`src/rtl/vga_timing_gen_if.sv`:
```
// Raster output bundle of the VGA timing generator.
// The generator drives through master; the renderer/DAC side uses slave.
interface vga_timing_gen_if #(
  parameter int COORD_W = 11
) ();
  logic               enable;
  logic [COORD_W-1:0] x_coord;
  logic [COORD_W-1:0] y_coord;
  logic               line_start;
  logic               frame_start;
  logic               hsync;
  logic               vsync;
  logic               display_en;
  logic [15:0]        frame_count;

  modport master (
    input  enable,
    output x_coord, y_coord,
    output line_start, frame_start,
    output hsync, vsync, display_en,
    output frame_count
  );

  modport slave (
    output enable,
    input  x_coord, y_coord,
    input  line_start, frame_start,
    input  hsync, vsync, display_en,
    input  frame_count
  );
endinterface

```
`src/rtl/vga_timing_gen.sv`:
```
// Parametrised VGA/DVI raster timing generator; coordinates lead syncs by PIPE_DELAY.
// Optional frame counter is built when VGA_TIMING_FRAME_CNT_EN is defined.
module vga_timing_gen #(
  parameter int H_ACTIVE   = 640,
  parameter int H_FP       = 16,
  parameter int H_SYNC     = 96,
  parameter int H_BP       = 48,
  parameter int V_ACTIVE   = 480,
  parameter int V_FP       = 10,
  parameter int V_SYNC     = 2,
  parameter int V_BP       = 33,
  parameter bit HS_POL     = 1'b0,
  parameter bit VS_POL     = 1'b0,
  parameter int PIPE_DELAY = 2,
  parameter int COORD_W    = 11
) (
  input logic clk,
  input logic reset_lock,
  vga_timing_gen_if.master bus
);

  localparam int H_TOTAL = H_SYNC + H_BP + H_ACTIVE + H_FP;
  localparam int V_TOTAL = V_SYNC + V_BP + V_ACTIVE + V_FP;

  localparam logic [COORD_W-1:0] H_SYNC_C  = COORD_W'(H_SYNC);
  localparam logic [COORD_W-1:0] H_BEG_C   = COORD_W'(H_SYNC + H_BP);
  localparam logic [COORD_W-1:0] H_END_C   = COORD_W'(H_SYNC + H_BP + H_ACTIVE);
  localparam logic [COORD_W-1:0] H_LAST_C  = COORD_W'(H_TOTAL - 1);
  localparam logic [COORD_W-1:0] V_SYNC_C  = COORD_W'(V_SYNC);
  localparam logic [COORD_W-1:0] V_BEG_C   = COORD_W'(V_SYNC + V_BP);
  localparam logic [COORD_W-1:0] V_END_C   = COORD_W'(V_SYNC + V_BP + V_ACTIVE);
  localparam logic [COORD_W-1:0] V_LAST_C  = COORD_W'(V_TOTAL - 1);

  logic [COORD_W-1:0] hcount;
  logic [COORD_W-1:0] vcount;
  logic               h_last;
  logic               v_last;
  logic               de_now;

  logic               raw_hs;
  logic               raw_vs;
  logic               raw_de;
  logic [COORD_W-1:0] x_q;
  logic [COORD_W-1:0] y_q;
  logic               ls_q;
  logic               fs_q;

  assign h_last = (hcount == H_LAST_C);
  assign v_last = (vcount == V_LAST_C);
  assign de_now = (hcount >= H_BEG_C) && (hcount < H_END_C) &&
                  (vcount >= V_BEG_C) && (vcount < V_END_C);

  // Raster counters: hcount every enabled cycle, vcount on the line wrap.
  always_ff @(posedge clk or negedge reset_lock) begin
    if (!reset_lock) begin
      hcount <= '0;
      vcount <= '0;
    end else if (bus.enable) begin
      hcount <= h_last ? '0 : hcount + 1'b1;
      if (h_last) vcount <= v_last ? '0 : vcount + 1'b1;
    end
  end

  // Stage 1: decode the counters into raw levels, coordinates and pulses.
  always_ff @(posedge clk or negedge reset_lock) begin
    if (!reset_lock) begin
      raw_hs <= ~HS_POL;
      raw_vs <= ~VS_POL;
      raw_de <= 1'b0;
      x_q    <= '0;
      y_q    <= '0;
      ls_q   <= 1'b0;
      fs_q   <= 1'b0;
    end else if (bus.enable) begin
      raw_hs <= (hcount < H_SYNC_C) ? HS_POL : ~HS_POL;
      raw_vs <= (vcount < V_SYNC_C) ? VS_POL : ~VS_POL;
      raw_de <= de_now;
      x_q    <= de_now ? hcount - H_BEG_C : '0;
      y_q    <= de_now ? vcount - V_BEG_C : '0;
      ls_q   <= (hcount == '0);
      fs_q   <= (hcount == '0) && (vcount == '0);
    end
  end

  assign bus.x_coord     = x_q;
  assign bus.y_coord     = y_q;
  assign bus.line_start  = ls_q;
  assign bus.frame_start = fs_q;

  generate
    if (PIPE_DELAY == 0) begin : g_nodly
      assign bus.hsync      = raw_hs;
      assign bus.vsync      = raw_vs;
      assign bus.display_en = raw_de;
    end else begin : g_dly
      logic [PIPE_DELAY-1:0] hs_d;
      logic [PIPE_DELAY-1:0] vs_d;
      logic [PIPE_DELAY-1:0] de_d;

      // Delay line realigning syncs with a renderer of PIPE_DELAY latency.
      always_ff @(posedge clk or negedge reset_lock) begin
        if (!reset_lock) begin
          hs_d <= {PIPE_DELAY{~HS_POL}};
          vs_d <= {PIPE_DELAY{~VS_POL}};
          de_d <= '0;
        end else if (bus.enable) begin
          hs_d[0] <= raw_hs;
          vs_d[0] <= raw_vs;
          de_d[0] <= raw_de;
          for (int i = 1; i < PIPE_DELAY; i++) begin
            hs_d[i] <= hs_d[i-1];
            vs_d[i] <= vs_d[i-1];
            de_d[i] <= de_d[i-1];
          end
        end
      end

      assign bus.hsync      = hs_d[PIPE_DELAY-1];
      assign bus.vsync      = vs_d[PIPE_DELAY-1];
      assign bus.display_en = de_d[PIPE_DELAY-1];
    end
  endgenerate

`ifdef VGA_TIMING_FRAME_CNT_EN
  logic [15:0] fcnt;

  // Completed frames, bumped on the edge where both counters wrap.
  always_ff @(posedge clk or negedge reset_lock) begin
    if (!reset_lock) begin
      fcnt <= 16'h0000;
    end else if (bus.enable && h_last && v_last) begin
      fcnt <= fcnt + 16'h0001;
    end
  end

  assign bus.frame_count = fcnt;
`else
  assign bus.frame_count = 16'h0000;
`endif

endmodule

```
`src/flat_wrapper.sv`:
```
// flat-port wrapper written by rule: the top's interface ports become plain ports
module vga_timing_gen_flat 
#(
  parameter int H_ACTIVE   = 640,
  parameter int H_FP       = 16,
  parameter int H_SYNC     = 96,
  parameter int H_BP       = 48,
  parameter int V_ACTIVE   = 480,
  parameter int V_FP       = 10,
  parameter int V_SYNC     = 2,
  parameter int V_BP       = 33,
  parameter bit HS_POL     = 1'b0,
  parameter bit VS_POL     = 1'b0,
  parameter int PIPE_DELAY = 2,
  parameter int COORD_W    = 11
)
  (clk, reset_lock, bus_enable, bus_x_coord, bus_y_coord, bus_line_start, bus_frame_start, bus_hsync, bus_vsync, bus_display_en, bus_frame_count);
  vga_timing_gen_if #(.COORD_W(COORD_W)) bus_i ();
  input logic clk;
  input logic reset_lock;
  input wire logic [$bits(bus_i.enable)-1:0] bus_enable;
  output wire logic [$bits(bus_i.x_coord)-1:0] bus_x_coord;
  output wire logic [$bits(bus_i.y_coord)-1:0] bus_y_coord;
  output wire logic [$bits(bus_i.line_start)-1:0] bus_line_start;
  output wire logic [$bits(bus_i.frame_start)-1:0] bus_frame_start;
  output wire logic [$bits(bus_i.hsync)-1:0] bus_hsync;
  output wire logic [$bits(bus_i.vsync)-1:0] bus_vsync;
  output wire logic [$bits(bus_i.display_en)-1:0] bus_display_en;
  output wire logic [$bits(bus_i.frame_count)-1:0] bus_frame_count;
  assign bus_i.enable = bus_enable;
  assign bus_x_coord = bus_i.x_coord;
  assign bus_y_coord = bus_i.y_coord;
  assign bus_line_start = bus_i.line_start;
  assign bus_frame_start = bus_i.frame_start;
  assign bus_hsync = bus_i.hsync;
  assign bus_vsync = bus_i.vsync;
  assign bus_display_en = bus_i.display_en;
  assign bus_frame_count = bus_i.frame_count;
  vga_timing_gen #(.H_ACTIVE(H_ACTIVE), .H_FP(H_FP), .H_SYNC(H_SYNC), .H_BP(H_BP), .V_ACTIVE(V_ACTIVE), .V_FP(V_FP), .V_SYNC(V_SYNC), .V_BP(V_BP), .HS_POL(HS_POL), .VS_POL(VS_POL), .PIPE_DELAY(PIPE_DELAY), .COORD_W(COORD_W)) u_core (.clk(clk), .reset_lock(reset_lock), .bus(bus_i));
endmodule
```
`config.mk`:
```
export PLATFORM = sky130hd
export DESIGN_NAME = vga_timing_gen_flat
export DESIGN_NICKNAME = d
export VERILOG_FILES = /design/src/rtl/vga_timing_gen_if.sv /design/src/rtl/vga_timing_gen.sv /design/src/flat_wrapper.sv
export SDC_FILE = /design/constraint.sdc
export NUM_CORES = 1
export LEC_CHECK = 0
export CORE_MARGIN = 1
export CORE_UTILIZATION = 45
export DETAILED_ROUTE_END_ITERATION = 8
export HOLD_SLACK_MARGIN = 0.15
export PLACE_DENSITY = 0.67
export SLEW_MARGIN = 10
export SYNTH_ARGS = -nofsm -noshare
export SYNTH_HDL_FRONTEND = slang
export SYNTH_SLANG_ARGS = --single-unit
```
`constraint.sdc`:
```
create_clock -name clk -period 2.5 [get_ports clk]
set_input_delay 0.75 -clock clk [delete_from_list [all_inputs] [get_ports clk]]
set_output_delay 0.75 -clock clk [all_outputs]
set_load 0.05 [all_outputs]
```
* Yosys cells after proc, flatten, opt, wreduce, memory -nomap -nowiden *
Cells that the tools add are included.

operators by class
  $add $sub $neg = 4
  equality and inequality tests = 2
  $lt $le $gt $ge = 6
  reduce and logical (&&, ||, !) cells = 7
  muxes and demuxes = 6

operators with widths
  kind                   number
  $mux 11                4
  $add 11x1->11 const B  2
  $eq 11x10->1 const B   2
  $logic_not 11->1       2
  $lt 11x10->1 const B   2
  $ge 11x6->1 const B    1
  $ge 11x8->1 const B    1
  $lt 11x2->1 const B    1
  $lt 11x7->1 const B    1
  $sub 11x6->11 const B  1
  $sub 11x8->11 const B  1
  $logic_and 1x1->1      4
  $mux 1                 2
  $reduce_and 2->1       1

word-level totals
  logic and storage cells = 37
  register bits = 55

* Longest topological paths before layout *
Gate-level depths: netlist (run 1).

  depth after elaboration = 5
  gate-level depth with buffers = 7
  depth with buffers taken out = 6

* Worst setup path before layout (run 1) *
No wires, ideal clock.

  path type = input-to-reg
  from = input bus_enable
  to = register u_core.vcount[4]
  data arrival time = 1.844 ns
  setup slack = 0.534 ns
  required time = 2.378 ns
  library setup time = 0.122 ns
  stages on the path = 6
  buffers on the path = 2
  cells stage by stage = clkbuf_1 > nand4_1 > nor4_1 > buf_2 > o21ai_0 > a32o_1

on the way
  word-level cells in the longest chain between the ends = 1

RTL lines
  element                            RTL line              RTL
  from (decl)                        flat_wrapper.sv:21    input wire logic [$bits(bus_i.enable)-1:0] bus_enable;
  $reduce_and 2->1 (no source line)  --
  to (signal assigned)               vga_timing_gen.sv:60  if (h_last) vcount <= v_last ? '0 : vcount + 1'b1;
  to (decl)                          vga_timing_gen.sv:35  logic [COORD_W-1:0] vcount;

Every way passes these cells.
A chain may end at the register's enable or synchronous reset.

* Worst setup path after layout (run 1) *
  from = register u_core.g_dly.vs_d[1]
  to = output bus_vsync

RTL lines
  element                            RTL line               RTL
  from (decl)                        vga_timing_gen.sv:97   logic [PIPE_DELAY-1:0] vs_d;
  from (signal assigned)             vga_timing_gen.sv:104  vs_d <= {PIPE_DELAY{~VS_POL}};
  from (signal, indexed assignment)  vga_timing_gen.sv:112  vs_d[i] <= vs_d[i-1];
  to (decl)                          flat_wrapper.sv:27     output wire logic [$bits(bus_i.vsync)-1:0] bus_vsync;

No word-level cell between the ends.

==> flow_metrics.tcl, run 1 <==
set metrics [dict create \
    fin_nets 340 \
    fin_ws_ps 99.4 \
    core_um2 6420 \
    ys_types 47 \
    io_buffers 29 \
    boundaryPins 46 \
    grt_overflow 0 \
    fillers 575 \
    placed_cell_area_um2 3320 \
    cp_cell_sequence "clkdlybuf4s50_1" \
    grt_pass1_wl_um 10600 \
    path_clk_slew_ps 100 \
    grtUsageTotal 0.186 \
    cts_setup_buffers 0 \
    yosysSeqAreaShare 0.457 \
    met2_length_um 2760 \
    fin_crit_sh 0.960 \
    multiInputGateArea_um2 1330 \
    remaining_drc_errors 8 \
    tritoncts "done" \
    async_flop_share 1.00 \
    clock_latency_ps 310 \
    skew_ps 12.5 \
    postSynthAreaPerCell_um2 9.89 \
    min_period_ps 2400 \
    synth_ff_type "dfrtp_1" \
    drive_above_1_share 0.112 \
    synth_area_um2 3030 \
    ys_seq_elements 55 \
    vias 2243 \
    die_w_um 84.0 \
    grt_pass1_vias 2138 \
    critPathRequiredTime_ps 1750 \
    instances_no_fill 407 \
    diodes 0 \
    power_switching_w 0.000676 \
    yosys_warnings 0 \
    place_hpwl_um 4180 \
    die-height_um 84.0 \
    gp_congestion 0.835 \
    synth-edff-count 0 \
    path_buf_inv 1 \
    hold_violations 0 \
    finalSetupTns_ps 0 \
    cts_made_buffers 5 \
    hold_class "primary input to asynchronous set/reset pin" \
    post_cts_resized 0 \
    synth_largest_area_cell "dfrtp_1" \
    internal_power_w 0.00143 \
    crit_type "flop to output pin" \
    worst_pin_slew_ps 550 \
    p_sw_frac 0.321 \
    htreeDepth 2 \
    crit_family "buffers and inverters" \
    wl_per_cell_um 15.0 \
    path_max_fanout 2 \
    clock_path_buffers 2 \
    regArea_um2 1380 \
    pwr-share-comb 0.218 \
    dr_wl_met3_um 200 \
    synth_top_area_frac 0.405 \
    antenna_found_initial 0 \
    clock_power_share 0.285 \
    worstPathArrival_ps 1650 \
    status "complete, but fails checks" \
    start_util 0.471 \
    reg2regPathDepth 5 \
    design_area_um2 3430 \
    rsz0062_at_grt "false" \
    routed_wl_um 6110 \
    setup_violations 0 \
    cp-end-kind "output pin" \
    rows 29 \
    slowest_delay_ps 790 \
    share_seq_of_total_power 0.498 \
    root_buffer "clkbuf_8" \
    area_delta_synth_final_pct 13.4 \
    violations "DRC" \
    vdd_ir_drop_max_mv 0.318 \
    r2r_end "u_core.bus.x_coord[8]$_DFFE_PN0P_" \
    netlist_instances 306 \
    fmax_mhz 417 \
    r2r_slack_ps 450 \
    m1WireLength_um 3060 \
    utilization 0.535 \
    maxUsedRoutingLayer "met4" \
    slew_viol_final 0 \
    slowest_stage "clkdlybuf4s50_1" \
    leakagePower_nw 1.43 \
    die_area_um2 7060 \
    clock-sinks 55 \
    first_pass_iters 6 \
    worstSetupStartpointType "flop" \
    place_inst 399 \
    ys_top_cells_by_area "dfrtp_1 (41%), o32ai_1 (6.7%), dfstp_2 (5.2%)" \
    cellPowerDensity_nw_per_um2 612 \
    postRouteAntennaNets 0 \
    vias_per_cell 5.51 \
    dp_slack_ps 99.7 \
    drt_iter0_drc 166 \
    grt_max_degree 32 \
    r2r-start "u_core.vcount[0]$_DFFE_PN0P_" \
    cts_hold_buf 0 \
    cap_violations 0 \
    timing.slew.headroom 0.633 \
]
[metal layers]
metal | vias up | track usage
li1 | 1085 | -
met1 | 1089 | 0.273
met2 | 59 | 0.282
met3 | 10 | 0.0277
met4 | 0 | 0.0580
met5 | - | 0
[how the worst max path moves through the flow]
stage | from | endpoint | cells past startpoint
after detailed placement | bus_enable | u_core.bus.frame_start$_DFFE_PN0P_ | 5
final | u_core.g_dly.vs_d[1]$_DFFE_PN1P_ | bus_vsync | 1
after floorplan | bus_enable | u_core.vcount[4]$_DFFE_PN0P_ | 6
after global routing | u_core.g_dly.vs_d[1]$_DFFE_PN1P_ | bus_vsync | 1
after global placement | bus_enable | u_core.bus.frame_start$_DFFE_PN0P_ | 5
after CTS | u_core.g_dly.vs_d[1]$_DFFE_PN1P_ | bus_vsync | 1
[sequential cells by signal (all words and copies together) (netlist names)]
signal,cells
u_core.bus.frame_start,1
u_core.bus.line_start,1
u_core.bus.x_coord,11
u_core.bus.y_coord,11
u_core.g_dly.de_d,2
u_core.g_dly.hs_d,2
u_core.g_dly.vs_d,2
u_core.hcount,11
u_core.raw_de,1
u_core.raw_hs,1
u_core.raw_vs,1
u_core.vcount,11
[power groups by stage]
stage / sequential, W / clock (W) / combinational (W)
floorplan: 0.00104 / 0 / 0.000370
global placement: 0.00106 / 0 / 0.000451
detailed placement: 0.00106 / 0 / 0.000460
CTS: 0.00104 / 0.000608 / 0.000463
global route: 0.00106 / 0.000645 / 0.000515
finish: 0.00105 / 0.000599 / 0.000458
[cells in the mapped netlist (7+ instances only)]
cell      number
nor2_1        13
ha_1           8
o21ai_0       10
inv_1         36
nand3_1        7
buf_4         16
dfrtp_1       49
nand2_1       13
o32ai_1       23
nor3_1        10
clkbuf_1      17
xnor2_1       18
a31oi_1        7
[cell families after synthesis]
family                   Yosys count  synth area share
AO/OA/AOI/OAI                     65             0.167
XOR/XNOR                          23            0.0666
adder cells (fa/ha/maj)            8            0.0331
buffers and inverters             76             0.121
flip-flops                        55             0.457
multiplexers                       7            0.0256
other                              1           0.00124
AND/OR/NAND/NOR                   71             0.128
[cell type report]
class | count | share of cell area
Timing Repair Buffer | 41 | 0.109
Tap cell | 77 | 0.0281
Clock buffer | 6 | 0.0211
Inverter | 36 | 0.0394
Multi-Input combinational cell | 190 | 0.388
Sequential cell | 55 | 0.403
Clock inverter | 2 | 0.0109
[placed cells by master, fill, tap and decap left out, types with 2 or more instances in the layout]
cell | Yosys | layout
a21oi_1 | 6 | 6
nand2_1 | 13 | 13
ha_1 | 8 | 8
nand2b_1 | 3 | 3
nand3_1 | 7 | 7
clkdlybuf4s50_1 | 0 | 28
dfstp_2 | 6 | 6
o211ai_1 | 4 | 4
a31oi_1 | 7 | 7
and2_1 | 3 | 3
o32ai_1 | 23 | 23
a32o_1 | 2 | 2
nand4_1 | 6 | 6
inv_1 | 36 | 36
dfrtp_1 | 49 | 49
buf_4 | 16 | 12
nor2_1 | 13 | 13
or3_1 | 2 | 2
nor3b_1 | 2 | 2
clkbuf_8 | 0 | 5
a21o_1 | 3 | 3
xnor2_1 | 18 | 18
o21ai_0 | 10 | 10
nor3_1 | 10 | 10
mux2_2 | 6 | 6
xor2_1 | 5 | 5
and4_1 | 3 | 3
and3_1 | 2 | 2
conb_1 | 1 | 16
nor4_1 | 2 | 2
[through the flow]
step / total power (W) / hold slack [ps]
after floorplan: 0.00141 / 454
after global placement: 0.00151 / 476
after detailed placement: 0.00152 / 477
after CTS: 0.00212 / 386
after global routing: 0.00222 / 401
final: 0.00210 / 377
No activity file was read; power rests on OpenSTA's default activity.
==> inputs of run 2 (changes only) <==
CORE_UTILIZATION = 40   (was 45)
PLACE_DENSITY = 0.61   (was 0.67)
REMOVE_ABC_BUFFERS = 1   (was default)
==> flow_metrics.tcl, run 2 (synthesized netlist as in run 1, its figures left out) <==
set metrics [dict create \
    io_buffers 29 \
    cts_made_buffers 5 \
    postRouteAntennaNets 0 \
    layout_commonest_cell "dfrtp_1" \
    post_cts_resized 0 \
    vias 2221 \
    core_um2 7290 \
    clock-sinks 55 \
    setup_violations 0 \
    first_pass_iters 4 \
    rsz0062_at_grt "false" \
    place_hpwl_um 4440 \
    r2r_end "u_core.bus.x_coord[9]$_DFFE_PN0P_" \
    drt_iter0_drc 146 \
    gp_congestion 0.839 \
    wl_per_cell_um 14.1 \
    fin_crit_sh 0.964 \
    status "complete, no violations" \
    cap_violations 0 \
    area_delta_synth_final_pct 15.0 \
    cts_hold_buf 0 \
    mostFrequentLayoutCells "dfrtp_1 (49), inv_1 (36), clkdlybuf4s50_1 (28)" \
    finalSetupTns_ps 0 \
    worstSetupStartpointType "flop" \
    clock_latency_ps 320 \
    instances_no_fill 430 \
    clock_path_buffers 2 \
    skew_ps 13.0 \
    critPathRequiredTime_ps 1750 \
    fin_nets 341 \
    hold_violations 0 \
    leakagePower_nw 1.44 \
    die_area_um2 7920 \
    worstPathArrival_ps 1660 \
    cp_cell_sequence "clkdlybuf4s50_1" \
    grt_overflow 0 \
    hold_ws_ps 443 \
    pwr-share-comb 0.229 \
    r2r_slack_ps 500 \
    tritoncts "done" \
    cp-end-kind "output pin" \
    htreeDepth 2 \
    routed_wl_um 6070 \
    slew_viol_final 0 \
    reg2regPathDepth 5 \
    vdd_ir_drop_max_mv 0.222 \
    rows 31 \
    path_max_fanout 2 \
    grt_pass1_vias 2035 \
    cts_setup_buffers 0 \
    timing.slew.headroom 0.563 \
    slowest_stage "clkdlybuf4s50_1" \
    drive_above_1_share 0.118 \
    root_buffer "clkbuf_8" \
    boundaryPins 46 \
    power_switching_w 0.000692 \
    r2r-start "u_core.hcount[4]$_DFFE_PN0P_" \
    vias_per_cell 5.17 \
    grt_pass1_wl_um 10300 \
    start_util 0.415 \
    internal_power_w 0.00134 \
    diodes 0 \
    fmax_mhz 415 \
    crit_family "buffers and inverters" \
    share_seq_of_total_power 0.514 \
    grtUsageTotal 0.168 \
    remaining_drc_errors 0 \
    crit_type "flop to output pin" \
    path_clk_slew_ps 110 \
    place_inst 422 \
    cellPowerDensity_nw_per_um2 583 \
    worst_pin_slew_ps 656 \
    hold_class "primary input to asynchronous set/reset pin" \
    path_buf_inv 1 \
    grt_max_degree 29 \
    antenna_found_initial 0 \
    min_period_ps 2410 \
    clock_power_share 0.257 \
    slowest_delay_ps 790 \
    die-height_um 89.0 \
    p_sw_frac 0.341 \
    die_w_um 89.0 \
]
[run 2: changes by cell type in the layout (fill, tap and decap cells not counted), sizes merged]
| cell | before | now |
|---|---|---|
| buf | 13 | 14 |
| clkinv | 0 | 1 |
| inv | 36 | 37 |
| clkbuf | 6 | 5 |
| bufinv | 1 | 0 |
[run 2: routing by layer]
layer  global-route usage  vias up  part of all wire
met5                    0        -                 0
met1                0.239     1078              0.49
met4               0.0563        0             0.015
met2                0.262       50              0.45
li1                     -     1086                 -
met3               0.0295        7             0.041
[run 2: area by class of cell]
cell class / count / area [um2]
Clock buffer: 5 / 68.8
Clock inverter: 3 / 27.5
Fill cell: 725 / 3810
Inverter: 36 / 135
Multi-Input combinational cell: 190 / 1330
Sequential cell: 55 / 1380
Tap cell: 99 / 124
Timing Repair Buffer: 42 / 408
[run 2: worst max path at each step]
stage / start / end / depth (start not counted)
after floorplan: bus_enable / u_core.vcount[4]$_DFFE_PN0P_ / 4
after global placement: bus_enable / u_core.bus.y_coord[8]$_DFFE_PN0P_ / 6
after detailed placement: bus_enable / u_core.bus.y_coord[8]$_DFFE_PN0P_ / 6
after CTS: u_core.g_dly.hs_d[1]$_DFFE_PN1P_ / bus_hsync / 1
after global routing: u_core.g_dly.hs_d[1]$_DFFE_PN1P_ / bus_hsync / 1
final: u_core.g_dly.vs_d[1]$_DFFE_PN1P_ / bus_vsync / 1
[run 2: power groups by stage]
stage	Combinational [W]	Sequential, W	Clock [W]
global route	0.000522	0.00105	0.000580
finish	0.000466	0.00104	0.000521
CTS	0.000472	0.00104	0.000541
detailed placement	0.000472	0.00106	0
floorplan	0.000302	0.00107	0
global placement	0.000466	0.00106	0
[run 2: through the flow]
| stage | setup slack (ps) | power [W] | cell area (um2) | utilization |
|---|---|---|---|---|
| floorplan | 263 | 0.00137 | 2850 | - |
| global placement | 100 | 0.00153 | 3380 | 0.464 |
| detailed placement | 67.2 | 0.00153 | 3380 | 0.464 |
| CTS | 70.8 | 0.00206 | 3480 | 0.477 |
| global route | 35.6 | 0.00216 | 3480 | 0.477 |
| finish | 90.4 | 0.00203 | 3480 | 0.477 |
